## config.mk

```make
export PLATFORM = sky130hd
export DESIGN_NAME = fip_seq_div
export DESIGN_NICKNAME = d
export VERILOG_FILES = /design/src/rtl/fip_seq_div.sv
export SDC_FILE = /design/constraint.sdc
export NUM_CORES = 1
export LEC_CHECK = 0
export BUFFER_PORTS_ARGS = -buffer_cell sky130_fd_sc_hd__buf_2
export CELL_PAD_IN_SITES_DETAIL_PLACEMENT = 1
export CELL_PAD_IN_SITES_GLOBAL_PLACEMENT = 1
export CORE_AREA = 5 5 172 174
export DETAILED_ROUTE_END_ITERATION = 10
export DIE_AREA = 0 0 177 179
export PLACE_DENSITY_LB_ADDON = 0.25
export SLEW_MARGIN = 5
export SYNTH_ARGS = -nofsm -noshare
export SYNTH_HDL_FRONTEND = slang
export SYNTH_SLANG_ARGS = --single-unit
```

## constraint.sdc

```tcl
create_clock -name clk -period 3.9 [get_ports clk]
set_input_delay 0.195 -clock clk [delete_from_list [all_inputs] [get_ports clk]]
set_output_delay 0.195 -clock clk [all_outputs]
set_load 0.01 [all_outputs]
```

## src/rtl/fip_seq_div.sv

```systemverilog
// -----------------------------------------------------------------------------
// fip_seq_div -- multi-cycle signed fixed-point divider (QI.F, two's complement)
//
// Restoring radix-2 division on operand magnitudes, one quotient bit per clock.
// The result is truncated toward zero and re-signed on the final iteration.
// A request is taken when in_valid & in_ready; the result is offered with
// out_valid and held until out_ready.
//
// Parameters
//   WIDTH  total operand/result width in bits (>= 4)
//   FRAC   fractional bits (0 < FRAC < WIDTH); N = WIDTH+FRAC iterations
//
// Ports
//   clk        in   1      clock, rising edge
//   rst_n      in   1      asynchronous, active-low reset
//   in_valid   in   1      request valid
//   in_ready   out  1      divider idle; request accepted when in_valid & in_ready
//   dividend   in   WIDTH  signed QI.F dividend, sampled on accept
//   divisor    in   WIDTH  signed QI.F divisor, sampled on accept
//   out_valid  out  1      result valid
//   out_ready  in   1      consumer takes result when out_valid & out_ready
//   quotient   out  WIDTH  signed QI.F result
//   overflow   out  1      true quotient outside the representable range
//   underflow  out  1      divide by zero
//
// Configuration
//   FIP_DIV_SATURATE_EN  when defined, overflowing results clamp to the most
//                        positive / most negative value and divide by zero
//                        returns a clamp chosen by the dividend sign. When not
//                        defined, overflow wraps and divide by zero returns 0.
// -----------------------------------------------------------------------------
module fip_seq_div #(
    parameter int WIDTH = 32,
    parameter int FRAC  = 16
) (
    input  logic             clk,
    input  logic             rst_n,
    input  logic             in_valid,
    output logic             in_ready,
    input  logic [WIDTH-1:0] dividend,
    input  logic [WIDTH-1:0] divisor,
    output logic             out_valid,
    input  logic             out_ready,
    output logic [WIDTH-1:0] quotient,
    output logic             overflow,
    output logic             underflow
);

    localparam int N  = WIDTH + FRAC;
    localparam int CW = $clog2(N);

    // Largest magnitudes that still fit the signed result, widened to N bits.
    localparam logic [N-1:0] MAG_MAX_POS = {{(FRAC + 1){1'b0}}, {(WIDTH - 1){1'b1}}};
    localparam logic [N-1:0] MAG_MAX_NEG = {{FRAC{1'b0}}, 1'b1, {(WIDTH - 1){1'b0}}};

`ifdef FIP_DIV_SATURATE_EN
    localparam logic [WIDTH-1:0] SAT_POS = {1'b0, {(WIDTH - 1){1'b1}}};
    localparam logic [WIDTH-1:0] SAT_NEG = {1'b1, {(WIDTH - 1){1'b0}}};
`endif

    typedef enum logic [1:0] {
        IDLE = 2'd0,
        CALC = 2'd1,
        DONE = 2'd2
    } state_t;

    state_t state, state_nx;

    logic [CW-1:0]    counter;
    logic             sign;       // result sign, msb(dividend) ^ msb(divisor)
    logic [N-1:0]     num;        // numerator bits, consumed MSB first
    logic [WIDTH-1:0] dvsr;       // |divisor|
    logic [WIDTH:0]   rem;        // partial remainder
    logic [N-2:0]     q;          // quotient magnitude bits gathered so far

    logic             accept;
    logic             div_zero;
    logic             last_step;
    logic [WIDTH-1:0] dvd_mag;
    logic [WIDTH-1:0] dvs_mag;

    // -------------------------------------------------------------------------
    // Handshake and operand preparation
    // -------------------------------------------------------------------------
    assign in_ready  = (state == IDLE);
    assign out_valid = (state == DONE);
    assign accept    = in_valid & in_ready;
    assign div_zero  = (divisor == '0);
    assign last_step = (counter == CW'(N - 1));

    // |-2^(WIDTH-1)| wraps back onto 2^(WIDTH-1), which is exactly right when
    // the bit pattern is read as unsigned.
    assign dvd_mag = dividend[WIDTH-1] ? (~dividend + WIDTH'(1)) : dividend;
    assign dvs_mag = divisor[WIDTH-1]  ? (~divisor  + WIDTH'(1)) : divisor;

    // -------------------------------------------------------------------------
    // One restoring step
    // -------------------------------------------------------------------------
    logic [WIDTH:0]   rem_sh;
    logic [WIDTH:0]   dvsr_ext;
    logic             ge;
    logic [WIDTH:0]   rem_nx;
    logic [N-1:0]     q_nx;
    logic [N-1:0]     q_neg;
    logic             ovf_nx;
    logic [WIDTH-1:0] res_nx;
    logic [WIDTH-1:0] dz_res;

    assign rem_sh   = {rem[WIDTH-1:0], num[N-1]};
    assign dvsr_ext = {1'b0, dvsr};
    // The remainder stays below the divisor, so rem[WIDTH] is always clear;
    // folding it in keeps the compare correct for the full shifted value.
    assign ge       = rem[WIDTH] | (rem_sh >= dvsr_ext);
    assign rem_nx   = ge ? (rem_sh - dvsr_ext) : rem_sh;
    assign q_nx     = {q, ge};
    assign q_neg    = ~q_nx + N'(1);

    // A negative result may reach one step further than a positive one.
    assign ovf_nx = sign ? (q_nx > MAG_MAX_NEG) : (q_nx > MAG_MAX_POS);

`ifdef FIP_DIV_SATURATE_EN
    assign res_nx = ovf_nx ? (sign ? SAT_NEG : SAT_POS)
                           : (sign ? q_neg[WIDTH-1:0] : q_nx[WIDTH-1:0]);
    assign dz_res = dividend[WIDTH-1] ? SAT_NEG : SAT_POS;
`else
    // -0 and +0 share one encoding, so a zero magnitude is always +0.
    assign res_nx = sign ? q_neg[WIDTH-1:0] : q_nx[WIDTH-1:0];
    assign dz_res = '0;
`endif

    // -------------------------------------------------------------------------
    // FSM
    // -------------------------------------------------------------------------
    // NOTE: sequential blocks use non-blocking assignments so every register
    // samples the pre-edge values, independent of statement order.
    always_ff @(posedge clk or negedge rst_n) begin
        if (!rst_n) begin
            state <= IDLE;
        end else begin
            state <= state_nx;
        end
    end

    // NOTE: the default is assigned before the case so every path drives
    // state_nx; a missing path would otherwise infer a latch.
    always_comb begin
        state_nx = state;
        case (state)
            IDLE: if (accept)    state_nx = div_zero ? DONE : CALC;
            CALC: if (last_step) state_nx = DONE;
            DONE: if (out_ready) state_nx = IDLE;
            default:             state_nx = IDLE;
        endcase
    end

    // -------------------------------------------------------------------------
    // Datapath
    // -------------------------------------------------------------------------
    // NOTE: the datapath registers are few flops, not a memory, so they share
    // the async reset; a reset mid-operation leaves nothing stale behind.
    always_ff @(posedge clk or negedge rst_n) begin
        if (!rst_n) begin
            counter   <= '0;
            sign      <= 1'b0;
            num       <= '0;
            dvsr      <= '0;
            rem       <= '0;
            q         <= '0;
            quotient  <= '0;
            overflow  <= 1'b0;
            underflow <= 1'b0;
        end else if (accept) begin
            counter <= '0;
            sign    <= dividend[WIDTH-1] ^ divisor[WIDTH-1];
            num     <= {dvd_mag, {FRAC{1'b0}}};
            dvsr    <= dvs_mag;
            rem     <= '0;
            q       <= '0;
            if (div_zero) begin
                quotient  <= dz_res;
                overflow  <= 1'b0;
                underflow <= 1'b1;
            end
        end else if (state == CALC) begin
            counter <= counter + CW'(1);
            num     <= {num[N-2:0], 1'b0};
            rem     <= rem_nx;
            q       <= q_nx[N-2:0];
            if (last_step) begin
                quotient  <= res_nx;
                overflow  <= ovf_nx;
                underflow <= 1'b0;
            end
        end
    end

endmodule

```

==> summary by stage, run 1 <==
Die
The floorplan core area is 27,600 sq um. The site row count is 61. For this configuration, the core starts out at a cell density of 40.7%. From bottom edge to top edge, the die measures 179 um. From left edge to right edge, the die measures 177 um. The die covers 31,700 sq um.

Pin placement for this block handled 104 I/O pins.

Critical path
The startpoint-to-endpoint class of the critical path is reg -> reg. The largest single stage delay on the critical path is 0.47 ns. On the critical path the largest part of the delay comes from simple AND/OR/NAND/NOR gates.

The signal on the critical path passes through inv_1 > ha_1 > nand2b_1 > a21oi_1 > or2_2 > a311o_1 > o2111ai_2 > a21oi_1 > or2_2 > inv_2 > ha_2 > nand4_1 > or3_4 > o31ai_4 > xor2_1 > o21ai_1. The critical path contains buffers and inverters numbering 2 combined. The critical path's slowest cell is sky130_fd_sc_hd__or3_4. The arrival time of the worst setup path is 4.04 ns. At the worst endpoint, the required time is 4.22 ns. STA classifies the critical path startpoint as a flip-flop. The capturing element type of the critical path is a flip-flop. Along the worst path, the maximum fanout reaches 5.

STA
The final number of hold-violating endpoints is 0. For the pin with the worst max-slew slack, the measured transition is 1.07 ns. The final worst slack is 0.176 ns. The worst hold slack across all endpoints is 0.0630 ns. The final critical path time including I/O delays and setup is 3.72 ns. The worst slew margin relative to its limit is 28.5%. Setup violations remaining at the end of the flow were counted as 0.

Clock skew on the completed layout was measured at 0.0196 ns. The setup TNS is 0 ns. Timing would allow up to 269 MHz. Setup repair after global routing left no endpoint under its margin. The count of final max-slew check failures was 0. Of the available clock period, the critical path in the final layout requires 95.5%.

Yosys
The primary flip-flop cell chosen by synthesis mapping is sky130_fd_sc_hd__dfrtp_1. Yosys mapped the design onto 64 distinct sky130hd cell types. For this run, asynchronously set or reset flops after synthesis account for 100%. The Yosys warning count is 0. The mapped netlist covers 11,300 sq um. Of the synthesized area, sequential elements account for 41.6%. The total nets after synthesis is 1,466.

The register bit total from synthesis is 187. The mean post-synth cell area is 8.27 sq um. In the synthesized netlist, the number of instances is 1,361.

Counting flops with a built-in enable in the synthesized netlist gives 0.

Pwr
The leakage power summed over all cells is 5.60 nW. The total design power is 0.0116 W. Dividing total power by cell area gives a power density of 901 nW/um^2. The worst supply voltage drop on vdd is 339 uV.

Placement
The cell area after placement is 12,200 sq um. Summed over all nets, the half-perimeter wirelength after detailed placement is 22,000 um. The setup slack after placement is 0.0177 ns. The count of buffers added on input and output ports is 103. The last weighted congestion value of the routability-driven placer is 0.845.

CTS
The TritonCTS clock tree is built. The H-tree was split into 4 levels. Clock-pin slew was measured on the worst setup and hold paths at 0.09 ns.

The root buffer cell chosen for the clock tree is sky130_fd_sc_hd__clkbuf_16. Counting along the longest clock path gives a buffer depth of 2. For this design, the sink count on the clock tree is 187. In this run, CTS created clock tree buffers numbering 17. The clock reaches the later pin of the worst-skew pair after 0.45 ns.

Job
The tool flagged a number of max-cap violations equal to 0.

Cells and area
Of the cells placed in the final design, the portion with a size suffix greater than 1 is 14.3%. The area added between synthesis and finish is 14.9%. The sequential standard cell area is 4680 sq um. At the end of the flow, the number of nets in the layout was 1,537.

Counting the fill cells in the layout gives 3,397. Summing all multi-input logic gate instances after layout gives 6210 sq um. With fillers left out, the area of the finished cells amounts to 12,900 sq um.

Routing
The final antenna-violating net count is 0. After detailed routing, the total wire length is 31,500 um. The average vias per placed instance is 5.46. The residual DRC count is 0. In this run, the number of DRC markers left after iteration 0 of detailed routing was 593. The per-cell routed wire length is 17.3 um. The detailed router placed 9,967 vias in this run. The number of iterations in the first detailed-routing pass is 5.

Outcome
The run finished with clean final reports.

Global route
The pin count of the biggest net entering global routing is 97. The total overflow left after global routing is 0. The total routing usage reported by global routing is 20.5%. The number of antenna violations at the first check in global routing was 7.

The first global-routing pass estimated 53,300 um of wire. The via count of the first global-routing pass came to 10,433.

Worst hold path
The tightest min-delay check is of the in -> reg type.
## per-layer routing
| metal | vias to the layer above | track usage, % | routed length [um] |
|---|---|---|---|
| met3 | 33 | 4.18 | 1260 |
| met2 | 148 | 34.7 | 14900 |
| met1 | 4905 | 27.8 | 15000 |
| li1 | 4871 | - | - |
| met5 | - | 0 | 57 |
| met4 | 10 | 3.58 | 299 |
## final timing paths
kind,slack [ns],start,cells after the start,to
max,0.18,dvsr[1],16,quotient[28]
max in group asynchronous,2.43,rst_n,3,q[12]
min reg2reg,0.48,quotient[3],2,quotient[3]
max reg2reg,0.18,dvsr[1],16,quotient[28]
min,0.06,divisor[29],3,dvsr[29]
min in group asynchronous,0.40,rst_n,2,dvsr[13]
## cell families (layout without fill, tap and decap cells)
kind of cell / count (synthesis) / in the layout / synth area share [%]
XOR/XNOR: 117 / 117 / 9.10
flip-flops: 187 / 187 / 41.6
other: 0 / 3 / 0
AND/OR/NAND/NOR: 505 / 505 / 20.2
multiplexers: 7 / 7 / 0.634
buffers and inverters: 128 / 212 / 4.30
adder cells (fa/ha/maj): 37 / 37 / 4.18
AO/OA/AOI/OAI: 380 / 380 / 20.0
## state kept, by name (all words and copies together), names as in the netlist
| name | cells |
|---|---|
| overflow | 1 |
| rem | 33 |
| dvsr | 32 |
| sign | 1 |
| q | 47 |
| counter | 6 |
| state | 2 |
| num | 32 |
| quotient | 32 |
| underflow | 1 |
## synth_stat cells, drive strengths merged (7+ instances only)
cell / instances / area [sq um]
a21o: 11 / 82.6
a21oi: 48 / 240
a31oi: 37 / 231
buf: 12 / 48.8
clkbuf: 69 / 259
dfrtp: 187 / 4680
ha: 36 / 450
inv: 47 / 176
nand2: 271 / 1020
nand2b: 9 / 56.3
nand3: 58 / 295
nand4: 7 / 43.8
nor2: 79 / 304
nor3: 10 / 50.1
nor4: 15 / 100
o211ai: 7 / 52.6
o21a: 7 / 52.6
o21ai: 202 / 1010
o31ai: 22 / 175
o41ai: 14 / 138
or2: 10 / 62.6
or3: 13 / 96.3
or4: 14 / 113
xnor2: 54 / 473
xor2: 63 / 552
## tightest hold or removal path, stage by stage
cell and delay (ns):
sky130_fd_sc_hd__buf_2 0.10, sky130_fd_sc_hd__xnor2_1 0.11, sky130_fd_sc_hd__o21ai_0 0.06
## cell type report
class                   count  area share, %
well taps                 378           3.66
clock inverters            15           1.56
clock buffers              17           3.29
diodes                      3         0.0581
flip-flops and latches    187           36.2
inverters                  47           1.36
multi-input cells        1046           48.0
repair buffers            133           5.84
## cells in the final DEF, fill, tap and decap left out, types with 9 or more instances in the layout
cell	Yosys	final
sky130_fd_sc_hd__o21ai_0	181	180
sky130_fd_sc_hd__a21o_1	11	11
sky130_fd_sc_hd__xor2_1	63	63
sky130_fd_sc_hd__o31ai_1	20	17
sky130_fd_sc_hd__or4_1	12	12
sky130_fd_sc_hd__a31oi_1	37	37
sky130_fd_sc_hd__nor2_1	78	77
sky130_fd_sc_hd__nand3_1	57	57
sky130_fd_sc_hd__clkbuf_16	0	17
sky130_fd_sc_hd__o21ai_1	21	21
sky130_fd_sc_hd__or3_1	10	9
sky130_fd_sc_hd__buf_2	3	102
sky130_fd_sc_hd__or2_2	10	10
sky130_fd_sc_hd__o41ai_1	12	11
sky130_fd_sc_hd__nor4_1	14	14
sky130_fd_sc_hd__dfrtp_1	187	187
sky130_fd_sc_hd__nor3_1	10	10
sky130_fd_sc_hd__a21oi_1	48	48
sky130_fd_sc_hd__buf_4	0	28
sky130_fd_sc_hd__xnor2_1	54	54
sky130_fd_sc_hd__ha_1	36	31
sky130_fd_sc_hd__inv_1	46	46
sky130_fd_sc_hd__nand2_1	271	270
## power breakdown
part | internal, W | leakage [nW] | switching, W
clock | 0.000896 | 0.304 | 0.000962
sequential | 0.00283 | 2.20 | 0.000753
combinational | 0.00262 | 3.09 | 0.00359
## through the flow
step                cells  util [%]
floorplan            1361         -
global placement     1785      44.1
detailed placement   1785      44.1
CTS                  1822      46.5
global route         1825      46.8
finish               1826      46.8
## what timing repair did
action,CTS,global route
setup buffers,3,1
hold buffers,2,0
pin swaps,2,4
setup endpoints to repair,1,8
hold endpoints to repair,94,0
resized for setup,1,9
Power figures use the tool's default switching activity.
==> inputs of run 2 (changes only) <==
- PLACE_DENSITY_LB_ADDON: 0.25 -> 0.1
==> summary by stage, run 2 (synthesis results as in run 1) <==
Outcome
The flow ran to the end, and the final reports show no timing, DRC or antenna violations.

Cells and area
The largest registers in the layout are q x47, rem x33. Excluding fillers, the count of instances in the completed layout stands at 1,819. The largest register by flop count is q. The multi-input combinational cells in the finished layout cover a total of 6230 sq um. The number of flip-flops in the largest register is 47. The filler cells instantiated in the layout total 3,412. The net count reported at finish is 1,534.

The top cell types in the final layout, fill and taps aside, are sky130_fd_sc_hd__nand2_1 (270), sky130_fd_sc_hd__dfrtp_1 (187), sky130_fd_sc_hd__o21ai_0 (180), sky130_fd_sc_hd__buf_2 (102), sky130_fd_sc_hd__nor2_1 (77). 0 antenna diodes ended up in the layout. The fraction of final layout cells with drive strength greater than 1 is 14.4%. The most common cell after layout, fill and taps aside is sky130_fd_sc_hd__nand2_1. Relative to the synthesized area, the layout overhead comes to 14.6%. The finished layout cell area is 12,900 sq um.

The sequential standard cell area is 4680 sq um.

STA
The final number of hold-violating endpoints is 0. The maximum clock frequency is 269 MHz. The slew at the pin with the worst max-slew slack is 1.14 ns. The final critical path time including I/O delays and setup is 3.72 ns.

The worst slew margin relative to its limit is 23.8%. Setup slack on the critical path of the routed design comes to 0.182 ns. Setup violations remaining at the end of the flow were counted as 0.

Of the available clock period, the critical path in the final layout requires 95.3%. The count of final max-slew check failures was 0. For the final routed database, the setup TNS stands at 0 ns. The maximum clock skew at final layout is 0.0180 ns.

Global route
The number of antenna violations at the first check in global routing is 0. The via count of the first global-routing pass was 10,220. The global-route congestion overflow total is 0. The total routing usage reported by global routing is 20.6%. The global-route wire length before repair is 53,200 um.

Entering global routing, the biggest net connects 128 pins.

Die
The die covers 31,700 sq um. The site row count is 61. The starting density of the core is 40.7%. Measured along the y axis, the die boundary spans 179 um.

The die span in x is 177 um. In this run the count of I/O pins placed on the die edge is 104. The core region is 27,600 sq um.

Critical path
The critical path startpoint category is a flip-flop. In this run the worst path has a maximum fanout of 3. STA puts the critical path data required time at 4.20 ns.

The capturing element type of the critical path is a flip-flop. The arrival time of the worst setup path is 4.02 ns. The startpoint-to-endpoint class of the critical path is reg -> reg.

Routing
Summing over every cut layer, the via total after detailed routing is 9,812. The final wirelength is 31,800 um. The per-cell routed wire length is 17.5 um.

Using the TritonRoute via totals, the vias-per-cell ratio works out to 5.39. The number of iterations in the first detailed-routing pass is 5. The detailed router finished its first iteration with 510 violations. The final antenna-violating net count is 0. After detailed routing, the number of remaining DRC violations is 0.

Job
Max-cap violations in this run came to 0.

Placement
The congestion estimate from routability-driven global placement came to 0.831. After detailed placement, the design holds a cell count of 1,782. Detailed placement ended at an HPWL of 22,100 um. At the placement stage, the worst setup path has a slack of 0.0349 ns.

During placement, the flow inserted port buffers numbering 103. After detailed placement, the total cell area comes to 12,200 sq um.

CTS
The clock tree root buffer cell is sky130_fd_sc_hd__clkbuf_16. The total number of H-tree levels is 4. The clock transition at the register clock pins on the worst setup and hold paths after CTS is 0.08 ns. Clock tree synthesis found a total of 187 sinks. The later pin in the worst-skew pair is clocked with a latency of 0.44 ns. The maximum buffer depth of the clock tree is 2. TritonCTS built the clock tree. The number of clock buffers added by TritonCTS is 17.

Pwr
The leakage power summed over all cells is 5.58 nW. The power per cell area is 895 nW/um^2. IR analysis of the VDD net gives a maximum drop of 317 uV.

Worst hold path
The kind of path behind the tightest hold check is in -> reg.
[run 2: path summary, 6_finish.rpt]
check / startpoint / endpoint / slack, ns / depth (start not counted)
setup / recovery: dvsr[1] / quotient[22] / 0.18 / 17
hold / removal: dividend[0] / num[16] / 0.08 / 3
setup reg to reg: dvsr[1] / quotient[22] / 0.18 / 17
hold reg to reg: dvsr[27] / dvsr[27] / 0.48 / 2
max in group asynchronous: rst_n / q[10] / 2.65 / 3
min in group asynchronous: rst_n / dvsr[19] / 0.38 / 2
[run 2: worst max-delay path: stages, from the launching register on]
cell,delay [ns]
sky130_fd_sc_hd__dfrtp_1,0.39
sky130_fd_sc_hd__inv_1,0.12
sky130_fd_sc_hd__ha_4,0.22
sky130_fd_sc_hd__nand2b_1,0.10
sky130_fd_sc_hd__a21oi_1,0.09
sky130_fd_sc_hd__or2_2,0.31
sky130_fd_sc_hd__a311o_1,0.33
sky130_fd_sc_hd__o2111ai_2,0.27
sky130_fd_sc_hd__a21oi_2,0.09
sky130_fd_sc_hd__or2_4,0.25
sky130_fd_sc_hd__inv_2,0.06
sky130_fd_sc_hd__ha_2,0.16
sky130_fd_sc_hd__nand4_1,0.13
sky130_fd_sc_hd__buf_4,0.19
sky130_fd_sc_hd__or2_2,0.31
sky130_fd_sc_hd__o41ai_2,0.34
sky130_fd_sc_hd__xor2_1,0.17
sky130_fd_sc_hd__o21ai_0,0.08
[run 2: stage by stage]
step / power [W] / utilization, % / hold WS (ns)
6_report: 0.0115 / 46.7 / 0.0758
5_1_grt: 0.0126 / 46.7 / 0.0856
4_1_cts: 0.0115 / 46.3 / 0.0568
3_5_place_dp: 0.00965 / 44.1 / 0.308
3_3_place_gp: 0.00949 / 44.1 / 0.309
2_1_floorplan: 0.00799 / - / -0.101
[run 2: power by group]
part	internal [W]	switching, W
clock	0.000861	0.000891
sequential	0.00283	0.000756
combinational	0.00265	0.00355
total	0.00634	0.00520
[run 2: per-layer routing]
layer / global-route usage [%] / wire (um) / vias to the layer above
met5: 0 / 0 / -
met4: 3.84 / 255 / 0
met3: 2.91 / 1010 / 14
met2: 32.9 / 14300 / 143
met1: 30.3 / 16200 / 4787
li1: - / - / 4868
[run 2: final cells by class]
cell class                      instances  area share [%]
Multi-Input combinational cell       1046            48.3
Tap cell                              378            3.67
Timing Repair Buffer                  130            5.87
Inverter                               47            1.37
Clock inverter                         14            1.19
Clock buffer                           17            3.30
Sequential cell                       187            36.3
[run 2: timing repair]
action	CTS	global route
hold endpoints to repair	88	0
pin swaps	1	5
hold buffers	2	0
buffers inserted	1	3
endpoints found under the setup margin	1	7
resized for setup	0	17
